<file path="src/rtl/demux_pkg.sv">
// rtl/demux_pkg.sv - shared FSM state type and width helper for the 1xN router
package demux_pkg;

  typedef enum logic {
    PASS = 1'b0,
    HOLD = 1'b1
  } state_e;

  // Ceiling log2 for elaboration-time select width.
  function automatic int demux_clog2(input int value);
    int width;
    int rem;
    width = 0;
    rem   = value - 1;
    for (int i = 0; i < 32; i++) begin
      if (rem > 0) begin
        width = width + 1;
        rem   = rem >> 1;
      end
    end
    return width;
  endfunction

endpackage

</file>
<file path="src/rtl/demux_target_dec.sv">
// rtl/demux_target_dec.sv - maps (select, bcast) onto a channel target mask
module demux_target_dec
  import demux_pkg::*;
#(
  parameter int N_OUT = 4,
  parameter int SEL_W = demux_clog2(N_OUT)
) (
  input  logic [SEL_W-1:0] select_i,
  input  logic             bcast_i,
  output logic [N_OUT-1:0] target_o,
  output logic             illegal_o
);

  // An out-of-range select matches no channel, so an empty mask marks it illegal.
  always_comb begin
    target_o = '0;
    for (int i = 0; i < N_OUT; i++) begin
      target_o[i] = bcast_i | (select_i == SEL_W'(i));
    end
    illegal_o = ~|target_o;
  end

endmodule

</file>
<file path="src/rtl/demux_1xn_route.sv">
// rtl/demux_1xn_route.sv - 1-to-N word router with all-or-nothing backpressure hold
module demux_1xn_route
  import demux_pkg::*;
#(
  parameter int DATA_W = 8,
  parameter int N_OUT  = 4,
  parameter int SEL_W  = demux_clog2(N_OUT)
) (
  input  logic                    clk,
  input  logic                    reset,
  input  logic [DATA_W-1:0]       in,
  input  logic                    valid_in,
  input  logic [SEL_W-1:0]        select,
  input  logic                    bcast,
  input  logic [N_OUT-1:0]        almost_full,
  output logic                    ready_in,
  output logic [N_OUT*DATA_W-1:0] out,
  output logic [N_OUT-1:0]        push,
  output logic [7:0]              drop_cnt,
  output logic                    err
);

  state_e                    state_q, state_d;
  logic [DATA_W-1:0]         hold_data_q, hold_data_d;
  logic [N_OUT-1:0]          hold_mask_q, hold_mask_d;
  logic [N_OUT*DATA_W-1:0]   out_q, out_d;
  logic [N_OUT-1:0]          push_q, push_d;
  logic [7:0]                drop_cnt_q, drop_cnt_d;
  logic                      err_q, err_d;

  logic [N_OUT-1:0]          target;
  logic                      illegal;
  logic                      xfer;
  logic [N_OUT-1:0]          emit_mask;
  logic [DATA_W-1:0]         emit_data;

  demux_target_dec #(
    .N_OUT (N_OUT),
    .SEL_W (SEL_W)
  ) u_target_dec (
    .select_i  (select),
    .bcast_i   (bcast),
    .target_o  (target),
    .illegal_o (illegal)
  );

  // Decoded from state and reset only; valid_in never reaches ready_in.
  assign ready_in = (state_q == PASS) & ~reset;
  assign xfer     = valid_in & ready_in;

  always_comb begin
    state_d     = state_q;
    hold_data_d = hold_data_q;
    hold_mask_d = hold_mask_q;
    drop_cnt_d  = drop_cnt_q;
    err_d       = 1'b0;
    emit_mask   = '0;
    emit_data   = in;

    case (state_q)
      PASS: begin
        if (xfer) begin
          if (illegal) begin
            err_d = 1'b1;
            if (drop_cnt_q != 8'hFF) begin
              drop_cnt_d = drop_cnt_q + 8'd1;
            end
          end else if ((target & almost_full) != '0) begin
            // Any blocked target parks the whole word so broadcast stays atomic.
            state_d     = HOLD;
            hold_data_d = in;
            hold_mask_d = target;
          end else begin
            emit_mask = target;
            emit_data = in;
          end
        end
      end
      HOLD: begin
        if ((hold_mask_q & almost_full) == '0) begin
          emit_mask   = hold_mask_q;
          emit_data   = hold_data_q;
          state_d     = PASS;
          hold_mask_d = '0;
          hold_data_d = '0;
        end
      end
      default: begin
        state_d = PASS;
      end
    endcase

    push_d = emit_mask;
    out_d  = out_q;
    for (int i = 0; i < N_OUT; i++) begin
      if (emit_mask[i]) begin
        out_d[i*DATA_W +: DATA_W] = emit_data;
      end
    end
  end

  always_ff @(posedge clk) begin
    if (reset) begin
      state_q     <= PASS;
      hold_data_q <= '0;
      hold_mask_q <= '0;
      out_q       <= '0;
      push_q      <= '0;
      drop_cnt_q  <= '0;
      err_q       <= 1'b0;
    end else begin
      state_q     <= state_d;
      hold_data_q <= hold_data_d;
      hold_mask_q <= hold_mask_d;
      out_q       <= out_d;
      push_q      <= push_d;
      drop_cnt_q  <= drop_cnt_d;
      err_q       <= err_d;
    end
  end

  assign out      = out_q;
  assign push     = push_q;
  assign drop_cnt = drop_cnt_q;
  assign err      = err_q;

endmodule

</file>
<file path="config.mk">
export PLATFORM = sky130hd
export DESIGN_NAME = demux_1xn_route
export DESIGN_NICKNAME = d
export VERILOG_FILES = /design/src/rtl/demux_pkg.sv /design/src/rtl/demux_target_dec.sv /design/src/rtl/demux_1xn_route.sv
export SDC_FILE = /design/constraint.sdc
export NUM_CORES = 1
export LEC_CHECK = 0
export ABC_AREA = 1
export CAP_MARGIN = 20
export CORE_MARGIN = 5
export CORE_UTILIZATION = 28
export DETAILED_ROUTE_END_ITERATION = 16
export GPL_TIMING_DRIVEN = 0
export PLACE_DENSITY = 0.52
export SETUP_SLACK_MARGIN = 0.15
export SYNTH_ARGS = -nofsm -noshare
export SYNTH_HDL_FRONTEND = slang
export SYNTH_SLANG_ARGS = --single-unit
</file>
<file path="constraint.sdc">
create_clock -name clk -period 1.95 [get_ports clk]
set_clock_uncertainty 0.05 [all_clocks]
set_input_delay 0.4875 -clock clk [delete_from_list [all_inputs] [get_ports clk]]
set_output_delay 0.4875 -clock clk [all_outputs]
set_load 0.01 [all_outputs]
</file>
; After elaboration in Yosys (flattened, before gate mapping)
; Cells that the tools add are included.
[totals]
in_bits = 18
ram_bits = 0
memories = 0
reg_bits = 58
elab_cells = 61
romBits = 0
latch_bits = 0
[classes]
n_shift = 0
n_eq_ne = 8
multipliers = 0
muxes = 23
div = 0
magnitude_cmp = 0
reduce_logical = 7
add_sub_neg = 1
n_bitwise = 12
[op_table]
columns = op, n
row1 = 8-bit two-way mux, 5
row2 = 4-bit two-way mux, 8
row3 = 8-bit case mux with 2 select lines, 2
row4 = 4-bit case mux with 2 select lines, 2
row5 = 8-bit by 1-bit adder with 8-bit output (second input constant), 1
row6 = 4-bit AND, 2
row7 = 8-bit != test (second input constant), 1
row8 = 4-bit AND reduction, 2
row9 = 2-bit by 1-bit != test with 1-bit output (second input constant), 3
row10 = 1-bit two-way mux, 5
row11 = 2-bit equality test (second input constant), 2
row12 = 4-bit zero test, 1
row13 = 1-bit NOT, 4
row14 = 1-bit OR, 4
row15 = 4-bit nonzero test, 1
row16 = 4-bit OR reduction, 1
row17 = 3-bit OR reduction, 1
row18 = 1-bit AND, 2
row19 = 2-bit by 1-bit equality test with 1-bit output (second input constant), 1
row20 = 2-bit zero test, 1
row21 = 2-bit != test (second input constant), 1
row22 = 1-bit case mux with 2 select lines, 1

; Logic depth before layout (Yosys ltp)
[depth]
ltp_word = 8
depth_mapped = 11
mapped_depth_nobuf = 10

; Cells and area by module
; From an unflattened synthesis, not the netlist that was laid out.
[hier_totals]
hier_cells = 437
hier_area_um2 = 2977.9
[modules_own_cells]
columns = mod, cells_each, area_per_inst_um2, instances
row1 = demux_1xn_route, 425, 2927.8, 1
row2 = demux_target_dec, 12, 50.0, 1

; Worst setup path after synthesis
; Ideal clock, no wire load.
[synth_timing]
kind = in2reg
startpoint = input port reset
endpoint = register out_q[0] (netlist: out[0])
t_arrival_ns = 1.468
required_ns = 1.785
stages = 9
path_slack_ns = 0.317
path_buffers = 2
cell_sequence = buf_2 -> nor2_4 -> nand2_2 -> inv_1 -> and2_1 -> nand2_4 -> buf_6 -> a21oi_1 -> nor2_1
[synth_via]
elab_chain_cells = 5
[synth_lines]
columns = element, line
row1 = from (decl), demux_1xn_route.sv:10  ; input logic reset,
row2 = 1-bit NOT, demux_1xn_route.sv:48  ; assign ready_in = (state_q == PASS) & ~reset;
row3 = 1-bit AND, demux_1xn_route.sv:48
row4 = named net ready_in, demux_1xn_route.sv:16  ; output logic ready_in,
row5 = 1-bit AND, demux_1xn_route.sv:49  ; assign xfer = valid_in & ready_in;
row6 = 4-bit two-way mux, demux_1xn_route.sv:62  ; if (xfer) begin
row7 = 4-bit case mux with 2 select lines, demux_1xn_route.sv:60  ; case (state_q)
row8 = to (signal assigned), demux_1xn_route.sv:115  ; out_q <= out_d;
row9 = to (decl), demux_1xn_route.sv:26  ; logic [N_OUT*DATA_W-1:0] out_q, out_d;
; The timed path passes the listed nets, and every way through them passes these cells.
; A chain may end at the register's enable or synchronous reset.

; Worst setup path after layout
[layout_timing]
startpoint = input port almost_full[1]
endpoint = register out_q[8] (netlist: out[8])
[layout_via]
elab_chain_cells = 6
[layout_lines]
columns = element, line
row1 = from (decl), demux_1xn_route.sv:15  ; input logic [N_OUT-1:0] almost_full,
row2 = 4-bit AND, demux_1xn_route.sv:68  ; end else if ((target & almost_full) != '0) begin
row3 = 4-bit nonzero test, demux_1xn_route.sv:68
row4 = 4-bit two-way mux, demux_1xn_route.sv:68
row5 = 4-bit two-way mux, demux_1xn_route.sv:63  ; if (illegal) begin
row6 = 4-bit two-way mux, demux_1xn_route.sv:62
row7 = 4-bit case mux with 2 select lines, demux_1xn_route.sv:60
; Several ways; a longest one is shown, not always the timed one.

==> results.rst <==
.. list-table::
   :header-rows: 1

   * - Metric
     - Value
   * - Maximum VDD drop
     - about 370 uV
   * - List of cells traversed by the critical path
     - clkdlybuf4s50_1, nand2_1, nand2_2, nor2_4, nand2_1, buf_6, nand2_1, nand2_4, a21oi_1, nor2_1
   * - Post-synthesis sequential area ratio
     - about 46%
   * - Power density over cell area
     - 701.5 mW/mm^2
   * - Minimum setup slack after placement
     - -0.4029 ns
   * - DRC viols
     - 0
   * - Core footprint
     - slightly below 0.009 mm^2
   * - Fin Setup TNS
     - 0 ns
   * - Share of the core filled with cells
     - 44.81%
   * - Most frequent cells in the layout
     - dfxtp_1, nand2_1, nor2_1
   * - Synthesized flop and latch total
     - between 50 and 60
   * - Synthesized Nets
     - ~350
   * - Unique cell type count in the Yosys netlist
     - 24
   * - FMAX
     - between 0.5 and 0.6 GHz
   * - Fill count
     - roughly 870
   * - CP Capture Type
     - flop
   * - Half-perimeter wire length of the detailed placement result
     - between 5 and 6 mm
   * - Endpoints failing hold
     - 0
   * - Max-slew violation count
     - 0
   * - Result of the run
     - finished clean
   * - Initial detailed-routing violation count
     - slightly above 80
   * - Aggregate global routing overflow
     - 0
   * - Most frequent cell on the critical path
     - nand2_1
   * - Number of max-cap violations
     - 0
   * - Worst Path Class, Setup
     - in -> reg
   * - Initial antenna violation count
     - 0
   * - Slew @ Worst Pin
     - 0.6451 ns
   * - Starting density of the core
     - between 20 and 30%
   * - Most frequent standard cell in the layout excluding fill and tap cells
     - dfxtp_1
   * - Chip Height
     - roughly 110 um
   * - Number of detailed-routing iterations run before antenna repair
     - 5
   * - Worst-path clk slew
     - 0.06 ns
   * - Count of boundary I/O pins
     - between 60 and 70
   * - Average footprint of a synthesized cell
     - approximately 7.6 um^2
   * - Highest-delay cell along the critical path
     - clkdlybuf4s50_1
   * - Cells after synthesis
     - ~330
   * - Vias per Instance
     - between 4 and 5
   * - First-pass GRT wire length
     - approximately 12 mm
   * - Pin count of the biggest net entering global routing
     - 11
   * - Drt wl/cell
     - roughly 15 um
   * - Clock Path Buffers
     - 2
   * - Leakage
     - about 0.002 uW
   * - RSZ-0062 raised after global routing
     - false
   * - Worst slew slack as a fraction of its limit
     - 56.99%
   * - Via count of the first global-routing pass
     - ~2400
   * - Post-route ant nets
     - 0
   * - Clock latency reported for the late side of the worst-skew pair
     - roughly 0.34 ns
   * - Highest fanout seen on the critical path
     - 10
   * - Clock sink count
     - between 50 and 60
   * - Port bufs
     - just over 60
   * - Diode insertion count for antenna repair
     - 0
   * - Aggregate routed wire length
     - 7.924 mm
   * - Worst path arrival time
     - around 1.9 ns
   * - Type of element launching the critical path
     - input port
   * - Number of clock buffers inserted by TritonCTS
     - 9
   * - Maximum single-stage delay on the critical path
     - ~0.45 ns
   * - Rows
     - 34
   * - Die width
     - roughly 110 um
   * - Area of all placed cells without fillers
     - ~0.0039 mm^2
   * - YS warnings
     - 0
   * - Fin crit share
     - 89.89%
   * - Count of nets after finishing
     - about 440
   * - Time the final worst path needs with I/O delays and setup
     - around 1.8 ns
   * - Root cell of the clock tree
     - clkbuf_8
   * - Total number of H-tree levels
     - 3
   * - Placement-stage cell area
     - roughly 0.0033 mm^2
   * - Signed area change from the synthesized netlist to the final layout
     - 54.91%
   * - Last weighted congestion value of the routability-driven placer
     - a little under 0.8
   * - Total number of vias
     - 2503
   * - CTS tree
     - built
   * - WP data required
     - approximately 2.1 ns
   * - Mapped Area
     - about 0.0025 mm^2
   * - Layout cell share with drive strength beyond 1
     - between 20% and 30%
   * - Total global routing track utilization
     - between 10% and 20%
   * - Setup ws final
     - 0.1972 ns
   * - Setup-failing EPs final
     - 0
   * - Die Area
     - about 0.011 mm^2
   * - Type of the worst min-delay path
     - reg -> reg
==> registers in the layout, summed over array words and instances, names as in the netlist <==
register and flops:
drop_cnt 8, state_q 1, out 32, hold_data_q 8, hold_mask_q 4, push 4, err 1
==> layer usage <==
layer / GRT usage [%] / up-vias / wire length, um
met5: 0 / - / 0
met3: 5.562 / 14 / 609
met4: 5.248 / 0 / 165
met1: 18.54 / 1152 / 3702
li1: - / 1256 / -
met2: 21.45 / 81 / 3446
==> cells in the mapped netlist, drive strengths merged <==
library cell,n,area (um^2)
nand3b,32,240.2
nand3,24,130.1
conb,1,3.750
a21oi,52,260.3
buf,15,101.3
nand2,84,360.3
o21ai,3,18.76
dfxtp,58,1161
clkbuf,6,22.52
and2,1,6.260
nor2,44,193.9
inv,13,48.80
==> power by group <==
part	internal, uW	switching (uW)	total [uW]
logic	197	247	445
registers	1230	21.7	1250
clock network	614	462	1080
==> kinds of logic after synthesis <==
logic type / count (synthesis) / share of synthesized area (%)
buffers and inverters: 34 / 6.778
AOI/OAI and AO/OA: 55 / 10.95
and+or+nand+nor: 185 / 36.54
other: 1 / 0.1472
DFF: 58 / 45.58
==> timing repair <==
action,CTS,global route
pin swaps,3,5
hold buffers,0,0
setup endpoints to repair,49,62
resized for setup,26,75
cloned,0,1
setup buffers,8,3
==> cell type report <==
cell class | count | area [um^2] | share of cell area [%]
Multi-Input combinational cell | 241 | 1419 | 35.95
Sequential cell | 58 | 1161 | 29.42
Timing Repair Buffer | 74 | 823.3 | 20.86
Buffer | 21 | 173.9 | 4.407
Clock buffer | 12 | 145.1 | 3.678
Tap cell | 108 | 135.1 | 3.424
Inverter | 13 | 48.80 | 1.237
Clock inverter | 3 | 40.04 | 1.015
==> final timing paths <==
check | start | end | slack (ns) | cells after the start
max | almost_full[1] | out[8] | 0.20 | 10
min | drop_cnt[0] | drop_cnt[0] | 0.37 | 2
max reg2reg | state_q | out[1] | 0.34 | 9
min reg2reg | drop_cnt[0] | drop_cnt[0] | 0.37 | 2
==> critical path, delay by kind of cell <==
family          cells  cell delay, ns
buf+inv             2            0.61
simple gates        7            0.67
compound gates      1            0.14
==> through the flow <==
stage | instances | power [uW] | hold slack (ns)
after global placement | 503 | 1629 | 0.3594
after detailed placement | 503 | 1632 | 0.3645
after CTS | 526 | 2764 | 0.3767
final | 530 | 2768 | 0.3716
after floorplan | 333 | 1469 | 0.3973
after global routing | 530 | 2900 | 0.3883
(Power assumes the default switching activity.)
